--- src/rtl/rr_resource_scheduler_if.sv ---
// rr_resource_scheduler_if: requester/scheduler bundle for the round-robin resource scheduler.
//   req      requester -> scheduler  one request level per requester
//   lock     requester -> scheduler  owner blocks preemption while high
//   grant    scheduler -> requester  one-hot registered grant
//   grant_id scheduler -> requester  index of current owner (valid while busy)
//   busy     scheduler -> requester  any grant bit set
//   preempt  scheduler -> requester  pulse in the gap after a forced release
//   stall    scheduler -> requester  some requester is waiting
interface rr_resource_scheduler_if #(
    parameter int NUM_REQ = 4
);
    localparam int ID_W = $clog2(NUM_REQ);
    logic [NUM_REQ-1:0] req;
    logic               lock;
    logic [NUM_REQ-1:0] grant;
    logic [ID_W-1:0]    grant_id;
    logic               busy;
    logic               preempt;
    logic               stall;
    modport master (output req, lock, input grant, grant_id, busy, preempt, stall);
    modport slave  (input req, lock, output grant, grant_id, busy, preempt, stall);
endinterface

--- src/rtl/rr_resource_scheduler.sv ---
// rr_resource_scheduler: N-way round-robin scheduler for one shared pipeline resource.
//   clk    rising-edge clock
//   reset  asynchronous active-high reset
//   bus    slave side of rr_resource_scheduler_if (req/lock in; grant/grant_id/busy/preempt/stall out)
module rr_resource_scheduler #(
    parameter int NUM_REQ  = 4,
    parameter int MAX_HOLD = 8
) (
    input logic                    clk,
    input logic                    reset,
    rr_resource_scheduler_if.slave bus
);
    localparam int ID_W = $clog2(NUM_REQ);
    localparam int HW   = $clog2(MAX_HOLD + 2);
    typedef enum logic [1:0] {IDLE, GRANT, GAP} state_t;
    state_t             state;
    logic [NUM_REQ-1:0] grant_q;
    logic [ID_W-1:0]    id_q;
    logic [ID_W-1:0]    last;
    logic               busy_q;
    logic               preempt_q;
    logic [HW-1:0]      hold_cnt;
    logic               found;
    logic [ID_W-1:0]    pick;
    logic               owner_req;
    logic               contended;
    logic               at_limit;
    // Scan from the farthest candidate down to last+1 so the nearest one in
    // round-robin order wins; the previous owner (last) is considered last.
    always_comb begin
        found = 1'b0;
        pick  = '0;
        for (int i = NUM_REQ; i >= 1; i--) begin
            if (bus.req[(int'(last) + i) % NUM_REQ]) begin
                found = 1'b1;
                pick  = ID_W'((int'(last) + i) % NUM_REQ);
            end
        end
    end
    assign owner_req = bus.req[id_q];
    assign contended = |(bus.req & ~grant_q);
    assign at_limit  = (MAX_HOLD != 0) && (hold_cnt == HW'(MAX_HOLD));
    always_ff @(posedge clk or posedge reset) begin
        if (reset) begin
            state     <= IDLE;
            grant_q   <= '0;
            id_q      <= '0;
            last      <= ID_W'(NUM_REQ - 1);
            busy_q    <= 1'b0;
            preempt_q <= 1'b0;
            hold_cnt  <= '0;
        end else begin
            preempt_q <= 1'b0;
            case (state)
                IDLE, GAP: begin
                    if (found) begin
                        state    <= GRANT;
                        grant_q  <= NUM_REQ'(1) << pick;
                        id_q     <= pick;
                        last     <= pick;
                        busy_q   <= 1'b1;
                        hold_cnt <= HW'(1);
                    end else begin
                        state <= IDLE;
                    end
                end
                GRANT: begin
                    // An owner dropping req always releases normally, even at the limit;
                    // preempt is flagged only when the owner is still requesting.
                    if (!owner_req || (at_limit && !bus.lock && contended)) begin
                        state     <= GAP;
                        grant_q   <= '0;
                        busy_q    <= 1'b0;
                        preempt_q <= owner_req;
                    end else if (hold_cnt < HW'(MAX_HOLD)) begin
                        hold_cnt <= hold_cnt + HW'(1);
                    end
                end
                default: begin
                    state   <= IDLE;
                    grant_q <= '0;
                    busy_q  <= 1'b0;
                end
            endcase
        end
    end
    assign bus.grant    = grant_q;
    assign bus.grant_id = id_q;
    assign bus.busy     = busy_q;
    assign bus.preempt  = preempt_q;
    assign bus.stall    = |(bus.req & ~grant_q);
endmodule

--- src/flat_wrapper.sv ---
// flat-port wrapper written by rule: the top's interface ports become plain ports
module rr_resource_scheduler_flat 
#(
    parameter int NUM_REQ  = 4,
    parameter int MAX_HOLD = 8
)
  (clk, reset, bus_req, bus_lock, bus_grant, bus_grant_id, bus_busy, bus_preempt, bus_stall);
  rr_resource_scheduler_if #(.NUM_REQ(NUM_REQ)) bus_i ();
  input logic clk;
  input logic reset;
  input wire logic [$bits(bus_i.req)-1:0] bus_req;
  input wire logic [$bits(bus_i.lock)-1:0] bus_lock;
  output wire logic [$bits(bus_i.grant)-1:0] bus_grant;
  output wire logic [$bits(bus_i.grant_id)-1:0] bus_grant_id;
  output wire logic [$bits(bus_i.busy)-1:0] bus_busy;
  output wire logic [$bits(bus_i.preempt)-1:0] bus_preempt;
  output wire logic [$bits(bus_i.stall)-1:0] bus_stall;
  assign bus_i.req = bus_req;
  assign bus_i.lock = bus_lock;
  assign bus_grant = bus_i.grant;
  assign bus_grant_id = bus_i.grant_id;
  assign bus_busy = bus_i.busy;
  assign bus_preempt = bus_i.preempt;
  assign bus_stall = bus_i.stall;
  rr_resource_scheduler #(.NUM_REQ(NUM_REQ), .MAX_HOLD(MAX_HOLD)) u_core (.clk(clk), .reset(reset), .bus(bus_i));
endmodule
--- config.mk ---
export PLATFORM = sky130hd
export DESIGN_NAME = rr_resource_scheduler_flat
export DESIGN_NICKNAME = d
export VERILOG_FILES = /design/src/rtl/rr_resource_scheduler_if.sv /design/src/rtl/rr_resource_scheduler.sv /design/src/flat_wrapper.sv
export SDC_FILE = /design/constraint.sdc
export NUM_CORES = 1
export LEC_CHECK = 0
export CELL_PAD_IN_SITES_DETAIL_PLACEMENT = 0
export CELL_PAD_IN_SITES_GLOBAL_PLACEMENT = 2
export CORE_UTILIZATION = 31
export CTS_CLUSTER_SIZE = 28
export DETAILED_ROUTE_END_ITERATION = 12
export GPL_TIMING_DRIVEN = 0
export PLACE_DENSITY_LB_ADDON = 0.1
export SLEW_MARGIN = 10
export SYNTH_ARGS = -nofsm -noshare
export SYNTH_HDL_FRONTEND = slang
export SYNTH_SLANG_ARGS = --single-unit
--- constraint.sdc ---
create_clock -name clk -period 2 [get_ports clk]
set_clock_uncertainty 0.1 [all_clocks]
set_input_delay 0.4 -clock clk [delete_from_list [all_inputs] [get_ports clk]]
set_output_delay 0.4 -clock clk [all_outputs]
set_load 0.02 [all_outputs]
* After elaboration in Yosys (flattened, before gate mapping)
Index checks and enable logic that the tools add are counted.
Storage, ports and cells: bits in registers 16, latch bits 0, bits in writable memories 0, ROM bits 0, input port bits 7, output and inout port bits 9, memories 0
Cells by class: $add $sub $neg 5, multipliers 0, div/mod/pow operators 0, magnitude comparators 6, eq/ne operators 7, shift-type cells 1, multiplexer cells 37, bitwise operators 6, reduce and logical (&&, ||, !) cells 16
Operators with widths (count):
- two-way mux 4 bit | 5
- two-way mux 1 bit | 18
- < comparator 3 x 4 -> 1 bit, second input constant | 4
- one-hot mux 4 bit (2 select lines) | 2
- binary-select mux 1 bit (select 2 bit) | 5
- two-way mux 2 bit | 5
- OR reduction 2 bit | 5
- inequality test 2 x 1 -> 1 bit, second input constant | 3
- adder 2 x 1 -> 2 bit, second input constant | 2
- adder 2 bit, second input constant | 2
- adder 4 x 1 -> 4 bit, second input constant | 1
- AND 1 bit, first input constant | 4
- AND 4 bit | 1
- equality test 4 bit, second input constant | 1
- < comparator 4 bit, second input constant | 1
- inverter 4 bit | 1
- one-hot mux 2 bit (2 select lines) | 1
- AND reduction 2 bit | 2
- AND reduction 4 bit | 1
- OR reduction 4 bit | 1
- left shift 1 x 2 -> 4 bit, first input constant | 1
- < comparator 2 x 3 -> 1 bit, second input constant | 1
- equality test 2 x 1 -> 1 bit, second input constant | 1
- equality test 2 bit, second input constant | 1
- other kinds (7) | 9

* Depth between registers and ports, before layout
Gate-level depths: netlist of the first run.
depth in word-level cells 13, mapped depth 5

* Worst setup path after synthesis of the first run
No wires, ideal clock.
path kind register to register, start register u_core.grant_q[3] (netlist: u_core.bus.grant[3]), end register u_core.grant_q[2] (netlist: u_core.bus.grant[2]), data arrival time 1394 ps, path slack 385 ps, stages on the path, launching flop included 5, period minus slack after synthesis 1615 ps, cell sequence dfrtp_1 -> o2111ai_2 -> and4_1 -> o21ai_4 -> a22o_1
On the way: word-level cells in the longest chain between the ends 7
RTL lines:
- start: declaration | RTL line rr_resource_scheduler.sv:17 | logic [NUM_REQ-1:0] grant_q;
- start signal: assignment | RTL line rr_resource_scheduler.sv:58 | grant_q <= NUM_REQ'(1) << pick;
- inverter 4 bit
- AND 4 bit
- OR reduction 4 bit
- named net bus_stall | RTL line flat_wrapper.sv:17 | output wire logic [$bits(bus_i.stall)-1:0] bus_stall;
- logical AND 1 bit | RTL line rr_resource_scheduler.sv:70 | if (!owner_req || (at_limit && !bus.lock && contended)) begin
- logical OR 1 bit | RTL line rr_resource_scheduler.sv:70
- inequality test 2 x 1 -> 1 bit (no source line)
- AND reduction 2 bit (no source line)
The timed path passes the listed nets, and every way through them passes these cells. A chain may end at the register's enable or synchronous reset.

* Worst setup path in the final report of the first run
start input bus_req[3], end output bus_stall
On the way: word-level cells in the longest chain between the ends 2
RTL lines:
- start: declaration | RTL line flat_wrapper.sv:11 | input wire logic [$bits(bus_i.req)-1:0] bus_req;
- AND 4 bit | RTL line rr_resource_scheduler.sv:91 | assign bus.stall = |(bus.req & ~grant_q);
- OR reduction 4 bit | RTL line rr_resource_scheduler.sv:91
- end: declaration | RTL line flat_wrapper.sv:17
Every way passes these cells.

==> run metrics, run 1 <==
vias in the first global route=619; EDFF count, synth=0; Final GP Congestion=0.796; Final Cycle Share=93.3%; CP max stage delay=0.34 ns; number of diodes=0; Worst Setup End Kind=output pin; PortBufs=15; average size of a mapped cell=10.0 sq um; Clock Power Share=12.0%; Layout Cells excl Fill=135; Max VDD drop=0.000675 V; Crit Path Max Fanout=6; largest net degree at the start of global routing=17; drt via density=5.09; synth warn=0; Num CTS Buffers=3; grt ovf=0; Switching Fraction=40.9%; RSZ-0062 raised after global routing=no; CTS tree=built; HP Class=reg2reg; Reg power frac=39.2%; maximum root-to-sink buffer count=2; status=finished clean; Multi-input gate area=428 sq um; largest family of logic cells by synthesized area=simple AND/OR/NAND/NOR gates; DR WL/cell=13.4 microns; All-Layer GR Usage=14.7%; fin crit period=1.87 ns; die area=between 2000 and 3000 sq um; Initial Util=roughly a third; Layout Area Growth over Synthesis=24.4%; crit path from=bus_req[3]; Final Hold Viols=0; Int Pwr=897 uW; DR vias=~700; Final Util=42.1%; actual slew at the worst max-slew pin=0.618 ns; worst reg-to-reg path cell count=4; Worst R2R Start=u_core.bus.grant_id[0]$_DFFE_PP0P_; Die X=about 55 microns; root buffer cell=clkbuf_4; Reg clk slew, reported paths=0.10 ns; Seq cells post-synth=16; Final Max Tran Viols=0; first-pass GRT wire length=3.04 mm; Critical Path, Cell by Cell=dlygate4sd2_1, inv_2, o2111ai_2, clkdlybuf4s15_2; pwr dens=1420 nW/um^2; Compound-Gate Fraction of Synth Area=20.1%; post-synthesis simple-gate area fraction=22.1%; fin nets=between 100 and 150; Net Count, Synth=95; combinational cell fraction of total power=48.9%; most common cell after layout, fill and taps aside=dfrtp_1; Die Height=54.7 microns; Worst-Skew Late Latency=0.28 ns; Netlist cell types=32; most frequent cells in the layout=dfrtp_1 (14), nor2_1 (11), clkdlybuf4s50_1 (10), inv_1 (7), nand2_1 (6); Mapped Area=861 sq um; mux share of post-synthesis cell area=4.65%; setup tns final=0 ns; H-tree Lvls=1; Routed WL=approximately 1.8 mm; Remaining DRCs=0; Cells after DPL=131; Main synth FF type=dfrtp_1; fillers=247; overall power=1.52 mW; register area share after synthesis=46.8%; leakage=roughly 0.48 nW; share of cells above drive strength 1=13.3%; Boundary Pins=16; area occupied by registers=403 sq um; initial antenna violation count=0; Worst path slowest cell=dlygate4sd2_1; # rows=18; fraction of registers with async set or reset after synthesis=100%; startpoint types=primary input; DRT antenna net count=0; post-synthesis adder-cell area fraction=2.91%; Max Freq=roughly 540 MHz; CP Data Arrival Time=1.37 ns; Iteration-0 DRC Markers=17; slew margin rel.=between 50% and 60%; Mapped Cells=86; Synth Area in XOR/XNOR=0%; Hold Path Stages=1; final setup vio count=0; hold_buf cts=0; TritonRoute pass-1 iters=4; Hold Startpoint=u_core.state[1]$_DFFE_PP0P_; WS Path Type=in2out; CP required=1.50 ns; Max-Cap Viols=0; switching power total=621 uW; clk sink count=16; Core Box Area=2540 sq um; HPWL after DPL=1.36 mm
critical path: cells and delay by family:
kind | cells | cell delay [ns]
compound gates | 1 | 0.25
buf+inv | 3 | 0.71
final timing paths:
kind	slack, ns	to
setup / recovery	0.13	bus_stall
hold / removal	0.37	u_core.state[1]$_DFFE_PP0P_
min in group asynchronous	0.38	u_core.hold_cnt[0]$_DFFE_PP0P_
setup reg to reg	0.37	u_core.bus.grant[3]$_DFFE_PP0P_
max in group asynchronous	1.02	u_core.bus.grant_id[0]$_DFFE_PP0P_
hold reg to reg	0.37	u_core.state[1]$_DFFE_PP0P_
Yosys cell counts (2+ instances only):
library cell	number	area [sq um]
nor3_1	2	10.0
dfrtp_1	14	350
nor2_1	11	41.3
o21ai_0	5	25.0
nand2b_1	5	31.3
nand2_1	6	22.5
a21o_1	3	22.5
o2bb2ai_1	2	17.5
a22o_1	2	17.5
inv_1	7	26.3
mux2i_1	4	40.0
dfstp_2	2	52.6
ha_1	2	25.0
a21oi_1	3	15.0
through the flow:
stage | hold WS (ns) | setup slack [ns] | cell area, sq um
3_3_place_gp | 0.334 | -0.493 | 1050
4_1_cts | 0.365 | 0.120 | 1070
6_report | 0.373 | 0.133 | 1070
2_1_floorplan | 0.212 | 0.385 | 861
5_1_grt | 0.397 | 0.0637 | 1070
3_5_place_dp | 0.348 | -0.496 | 1050
flip-flops by register name (all words and copies together) (netlist names):
name	cells
u_core.bus.grant	4
u_core.bus.preempt	1
u_core.hold_cnt	4
u_core.bus.grant_id	2
u_core.bus.busy	1
u_core.state	2
u_core.last	2
area by class of cell:
cell class	count	area share, %
clock buffers	4	2.45
inverters	8	2.80
multi-input cells	62	40.0
flip-flops and latches	16	37.6
well taps	30	3.50
repair buffers	15	13.7
power by group through the flow:
stage	Clock [mW]	Sequential, mW	Combinational (mW)
floorplan	0	0.660	0.421
global placement	0	0.598	0.748
detailed placement	0	0.600	0.753
CTS	0.194	0.594	0.752
global route	0.207	0.616	0.826
finish	0.182	0.595	0.742
metal layers:
layer / GRT usage (%) / up-vias / wire, microns
met3: 2.50 / 2 / 71
met1: 21.9 / 323 / 951
met5: 0 / - / 0
met2: 20.5 / 15 / 769
li1: - / 347 / -
met4: 6.41 / 0 / 15
repair_timing:
item | in CTS | in global routing
endpoints found under the hold margin | 0 | 0
gates resized for setup | 7 | 0
endpoints found under the setup margin | 1 | 0
buffers inserted | 0 | 0
kinds of logic (layout without fill, tap and decap cells):
family / after synthesis / after routing
AOI/OAI and AO/OA: 21 / 21
buffers and inverters: 8 / 27
and+or+nand+nor: 35 / 35
adders and majority gates: 2 / 2
DFF: 16 / 16
muxes: 4 / 4
Note: power is estimated with default switching activity, not from simulation.
==> run 2, diff against run 1 <==
==> constraint.sdc (replaced) <==
create_clock -name clk -period 2 [get_ports clk]
set_clock_uncertainty 0.1 [all_clocks]
set_input_delay 0.3 -clock clk [delete_from_list [all_inputs] [get_ports clk]]
set_output_delay 0.3 -clock clk [all_outputs]
set_load 0.02 [all_outputs]
==> run 2 against run 1 <==
Core utilization grew 0.20 points; sequential cell count unchanged; clock power hardly changed; final cell count unchanged; count of clock-buffer cells in the layout did not move; worst hold slack worse by 0.099 ns; power is 0.55% higher; maximum frequency about the same; worst setup slack gained 0.0012 ns; non-clock buffer count is the same.
==> run metrics, run 2 (synthesis results as in run 1) <==
fillers=247 (unchanged); Routed WL=1.80 mm (was 1.81 mm); Critical Path, Cell by Cell=clkdlybuf4s50_1, inv_2, o2111ai_2, clkbuf_2 (was dlygate4sd2_1, inv_2, o2111ai_2, clkdlybuf4s15_2); pre-CTS setup slack=-0.296 ns (was -0.496 ns); vias in the first global route=623 (was 619); Boundary Pins=16 (unchanged); die area=2990 sq um (unchanged); R2R Setup Slk=0.37 ns (about the same); Final Cycle Share=93.3% (about the same); HPWL after DPL=1.36 mm (unchanged); H-tree Lvls=1 (unchanged); Cells after DPL=131 (unchanged); Worst-Skew Late Latency=0.29 ns (was 0.28 ns); status=finished clean (unchanged); HP Class=in2async (was reg2reg); WS Path Type=in2out (unchanged); slew margin rel.=59.2% (was 58.8%); maximum root-to-sink buffer count=2 (unchanged); Worst Setup End Kind=output pin (unchanged); drt via density=5.05 (was 5.09); Max-Cap Viols=0 (unchanged); Layout Area Growth over Synthesis=25.0% (was 24.4%); pwr dens=1420 nW/um^2 (about the same); Final GP Congestion=0.796 (unchanged); CP required=1.60 ns (was 1.50 ns); Die X=54.7 microns (unchanged); share of cells above drive strength 1=14.3% (was 13.3%); grt ovf=0 (unchanged); Worst path slowest cell=clkdlybuf4s50_1 (was dlygate4sd2_1); Layout Cells excl Fill=135 (unchanged); Core Box Area=2540 sq um (unchanged); fin nets=115 (unchanged); root buffer cell=clkbuf_4 (unchanged); Max VDD drop=0.000675 V (about the same); clk sink count=16 (unchanged); setup bufs post-CTS=0 (unchanged); first-pass GRT wire length=3.05 mm (was 3.04 mm); Reg clk slew, reported paths=0.10 ns (about the same); initial antenna violation count=0 (unchanged); # rows=18 (unchanged); Iteration-0 DRC Markers=16 (was 17); largest net degree at the start of global routing=17 (unchanged); DRT antenna net count=0 (unchanged); number of diodes=0 (unchanged); Final WS setup=0.135 ns (was 0.133 ns); All-Layer GR Usage=14.8% (was 14.7%); startpoint types=primary input (unchanged); CTS tree=built (unchanged); setup tns final=0 ns (unchanged); Num CTS Buffers=3 (unchanged); overall power=1.53 mW (was 1.52 mW); most frequent cells in the layout=clkdlybuf4s50_1 (14), dfrtp_1 (14), nor2_1 (11), inv_1 (7), nand2_1 (6) (was dfrtp_1 (14), nor2_1 (11), clkdlybuf4s50_1 (10), inv_1 (7), nand2_1 (6)); Initial Util=33.8% (unchanged); leakage=0.475 nW (was 0.481 nW); Die Height=54.7 microns (unchanged); DR WL/cell=13.4 microns (about the same); final setup vio count=0 (unchanged); TritonRoute pass-1 iters=4 (unchanged); actual slew at the worst max-slew pin=0.612 ns (was 0.618 ns); Final Hold Viols=0 (unchanged); PortBufs=15 (unchanged); CP Data Arrival Time=1.47 ns (was 1.37 ns); Max Freq=536 MHz (about the same); Remaining DRCs=0 (unchanged); DR vias=682 (was 687); CP max stage delay=0.62 ns (was 0.34 ns); hold_buf cts=0 (unchanged); Crit Path Max Fanout=6 (unchanged); fin crit period=1.87 ns (about the same); Final Max Tran Viols=0 (unchanged)
-- run 2: cell count changes in the layout (fill, tap and decap cells not counted) --
cell             delta
a221oi_1            -1
a221oi_2            +1
clkbuf_2            +1
clkdlybuf4s15_2     -1
clkdlybuf4s50_1     +4
dlygate4sd2_1       -4
-- run 2: worst paths after layout --
| path | startpoint | end | cells after the start |
|---|---|---|---|
| worst max-delay path | bus_req[3] | bus_stall | 4 |
| worst min-delay path | reset | u_core.hold_cnt[0]$_DFFE_PP0P_ | 2 |
| worst max register to register | u_core.bus.grant_id[0]$_DFFE_PP0P_ | u_core.bus.grant[3]$_DFFE_PP0P_ | 4 |
| worst min register to register | u_core.state[1]$_DFFE_PP0P_ | u_core.state[1]$_DFFE_PP0P_ | 1 |
| max in group asynchronous | reset | u_core.bus.grant_id[1]$_DFFE_PP0P_ | 2 |
| min in group clk | u_core.state[1]$_DFFE_PP0P_ | u_core.state[1]$_DFFE_PP0P_ | 1 |
-- run 2: repair_timing --
action	CTS	global route
resized for setup	2	2
cloned	0	0
setup endpoints to repair	1	3
-- run 2: final cells by class --
type	count	area, sq um	area share, %
multi-input combinational	62	434	40.3
sequential	16	403	37.4
timing repair buffer	15	145	13.5
tap	30	37.5	3.49
inverter	8	30.0	2.79
clock buffer	4	26.3	2.44
-- run 2: where the power goes --
part / switching [mW] / total, mW / leakage (nW) / internal, mW
Combinational: 0.394 / 0.751 / 0.260 / 0.357
Clock: 0.104 / 0.181 / 0.0150 / 0.0774
Sequential: 0.128 / 0.595 / 0.200 / 0.467
-- run 2: worst max-delay path, delay by kind of cell --
family | cells | cell delay (ns)
AO/OA/AOI/OAI | 1 | 0.24
buffers and inverters | 3 | 0.91
-- run 2: layer usage --
layer	routed length [microns]	track usage, %	vias up
met1	951	21.9	328
li1	-	-	343
met4	15	6.41	0
met3	44	2.50	2
met2	792	20.7	9
met5	0	0	-
-- run 2: through the flow --
step	cell area, sq um	util, %	hold WS (ns)
after detailed placement	1050	41.2	0.348
after CTS	1070	42.2	0.292
final	1080	42.3	0.274
after floorplan	861	-	0.112
after global routing	1080	42.3	0.345
after global placement	1050	41.2	0.334
==> run 3, diff against run 2 <==
--- a/config.mk
+++ b/config.mk
@@ -12,6 +12,7 @@
 export DETAILED_ROUTE_END_ITERATION = 12
 export GPL_TIMING_DRIVEN = 0
 export PLACE_DENSITY_LB_ADDON = 0.1
+export REMOVE_ABC_BUFFERS = 1
 export SLEW_MARGIN = 10
 export SYNTH_ARGS = -nofsm -noshare
 export SYNTH_HDL_FRONTEND = slang
==> constraint.sdc (replaced) <==
create_clock -name clk -period 2.05 [get_ports clk]
set_clock_uncertainty 0.1 [all_clocks]
set_input_delay 0.3075 -clock clk [delete_from_list [all_inputs] [get_ports clk]]
set_output_delay 0.3075 -clock clk [all_outputs]
set_load 0.02 [all_outputs]
==> run 3 against run 2 <==
Final cell count is the same; sequential power shrank 3%; worst hold slack gained 0.012 ns; power shrank 3.0%; via count grew 1.0%; critical path type unchanged; critical endpoint unchanged; largest power group unchanged.
==> run metrics, run 3 (synthesis results as in run 1) <==
Die Height=54.7 microns (unchanged); Final Util=42.0% (was 42.3%); overall power=1.48 mW (was 1.53 mW); Max Freq=535 MHz; RSZ-0062 raised after global routing=no; All-Layer GR Usage=14.8% (unchanged); DRT antenna net count=0 (unchanged); Worst path slowest cell=clkdlybuf4s50_1 (unchanged); setup tns final=0 ns (unchanged); Placed Area=1050 sq um (unchanged); number of diodes=0 (unchanged); Final Max Tran Viols=0 (unchanged); Final GP Congestion=0.796 (unchanged); leakage=0.474 nW (was 0.475 nW); fin crit period=1.87 ns; grt ovf=0 (unchanged); Core Box Area=2540 sq um (unchanged); Crit Path Max Fanout=6 (unchanged); Die X=54.7 microns (unchanged); Final Cycle Share=91.2%; Max-Cap Viols=0 (unchanged); vias in the first global route=623 (unchanged); Final Hold Viols=0 (unchanged); H-tree Lvls=1 (unchanged); CP required=1.64 ns (was 1.60 ns); fin area=1070 sq um (was 1080 sq um); Initial Util=33.8% (unchanged); maximum root-to-sink buffer count=2 (unchanged); Worst-Skew Late Latency=0.28 ns (was 0.29 ns); TritonRoute pass-1 iters=4 (unchanged); final setup vio count=0 (unchanged); most frequent cells in the layout=clkdlybuf4s50_1 (14), dfrtp_1 (14), nor2_1 (11), inv_1 (7), nand2_1 (6) (unchanged); Worst Setup End Kind=output pin (unchanged); Reg clk slew, reported paths=0.10 ns (about the same); crit-path leading delay family=buffers and inverters (unchanged); Critical Path, Cell by Cell=clkdlybuf4s50_1, inv_2, o2111ai_2, clkbuf_2 (unchanged); fillers=249 (was 247); Iteration-0 DRC Markers=14 (was 16); CP max stage delay=0.62 ns (about the same); WS Path Type=in2out (unchanged); Routed WL=1.80 mm (unchanged); status=finished clean (unchanged); Layout Area Growth over Synthesis=24.3% (was 25.0%); root buffer cell=clkbuf_4 (unchanged); Buf/Inv on CP=3 (unchanged); actual slew at the worst max-slew pin=0.619 ns (was 0.612 ns); CP Data Arrival Time=1.46 ns (was 1.47 ns); pwr dens=1380 nW/um^2 (was 1420 nW/um^2); # rows=18 (unchanged); HP Class=in2async (unchanged); Num CTS Buffers=3 (unchanged); fin nets=115 (unchanged); die area=2990 sq um (unchanged); initial antenna violation count=0 (unchanged); clk sink count=16 (unchanged); CTS tree=built (unchanged); slew margin rel.=58.7% (was 59.2%); DR WL/cell=13.4 microns (unchanged); share of cells above drive strength 1=13.3% (was 14.3%); first-pass GRT wire length=3.05 mm (unchanged); Boundary Pins=16 (unchanged); Remaining DRCs=0 (unchanged); largest net degree at the start of global routing=17 (unchanged); DR vias=689 (was 682); HPWL after DPL=1.36 mm (unchanged); drt via density=5.10 (was 5.05); PortBufs=15 (unchanged); Max VDD drop=0.000659 V (was 0.000675 V); startpoint types=primary input (unchanged)
run 3: cell type report:
cell class | instances | area [sq um] | share of cell area [%]
tap | 30 | 37.5 | 3.51
multi-input combinational | 62 | 428 | 40.0
clock buffer | 4 | 26.3 | 2.46
inverter | 8 | 30.0 | 2.81
timing repair buffer | 15 | 145 | 13.6
sequential | 16 | 403 | 37.7
run 3: final timing paths:
kind | startpoint | cells after the start | slack [ns] | to
max | bus_req[3] | 4 | 0.18 | bus_stall
min | reset | 2 | 0.29 | u_core.hold_cnt[0]$_DFFE_PP0P_
max reg2reg | u_core.bus.grant_id[0]$_DFFE_PP0P_ | 4 | 0.42 | u_core.bus.grant[3]$_DFFE_PP0P_
min reg2reg | u_core.state[1]$_DFFE_PP0P_ | 1 | 0.37 | u_core.state[1]$_DFFE_PP0P_
max in group asynchronous | reset | 2 | 1.16 | u_core.bus.grant_id[0]$_DFFE_PP0P_
min in group clk | u_core.state[1]$_DFFE_PP0P_ | 1 | 0.37 | u_core.state[1]$_DFFE_PP0P_
run 3: routing by layer:
| layer | share of wire (%) | track usage (%) | vias up |
|---|---|---|---|
| li1 | - | - | 347 |
| met1 | 51 | 21.9 | 322 |
| met2 | 43 | 20.7 | 18 |
| met3 | 4.9 | 2.50 | 2 |
| met4 | 0.83 | 6.41 | 0 |
| met5 | 0 | 0 | - |
run 3: power by group:
| group | total [mW] | switching, mW | leakage (nW) | internal, mW |
|---|---|---|---|---|
| clock | 0.178 | 0.102 | 0.0150 | 0.0755 |
| combinational | 0.724 | 0.379 | 0.259 | 0.345 |
| sequential | 0.580 | 0.125 | 0.200 | 0.455 |
run 3: what timing repair did:
item                                    in CTS  in global routing
cloned                                       0                  0
endpoints found under the setup margin       1                  1
hold buffers                                 0                  0
pin swaps                                    0                  0
buffers inserted                             0                  0
gates resized for setup                      1                  2
run 3: per-stage QoR:
stage	setup slack (ns)	cells	hold slack (ns)
after global placement	-0.258	131	0.334
after CTS	0.0184	135	0.299
after global routing	0.0281	135	0.352
final	0.180	135	0.286
after detailed placement	-0.261	131	0.348
after floorplan	0.435	86	0.120
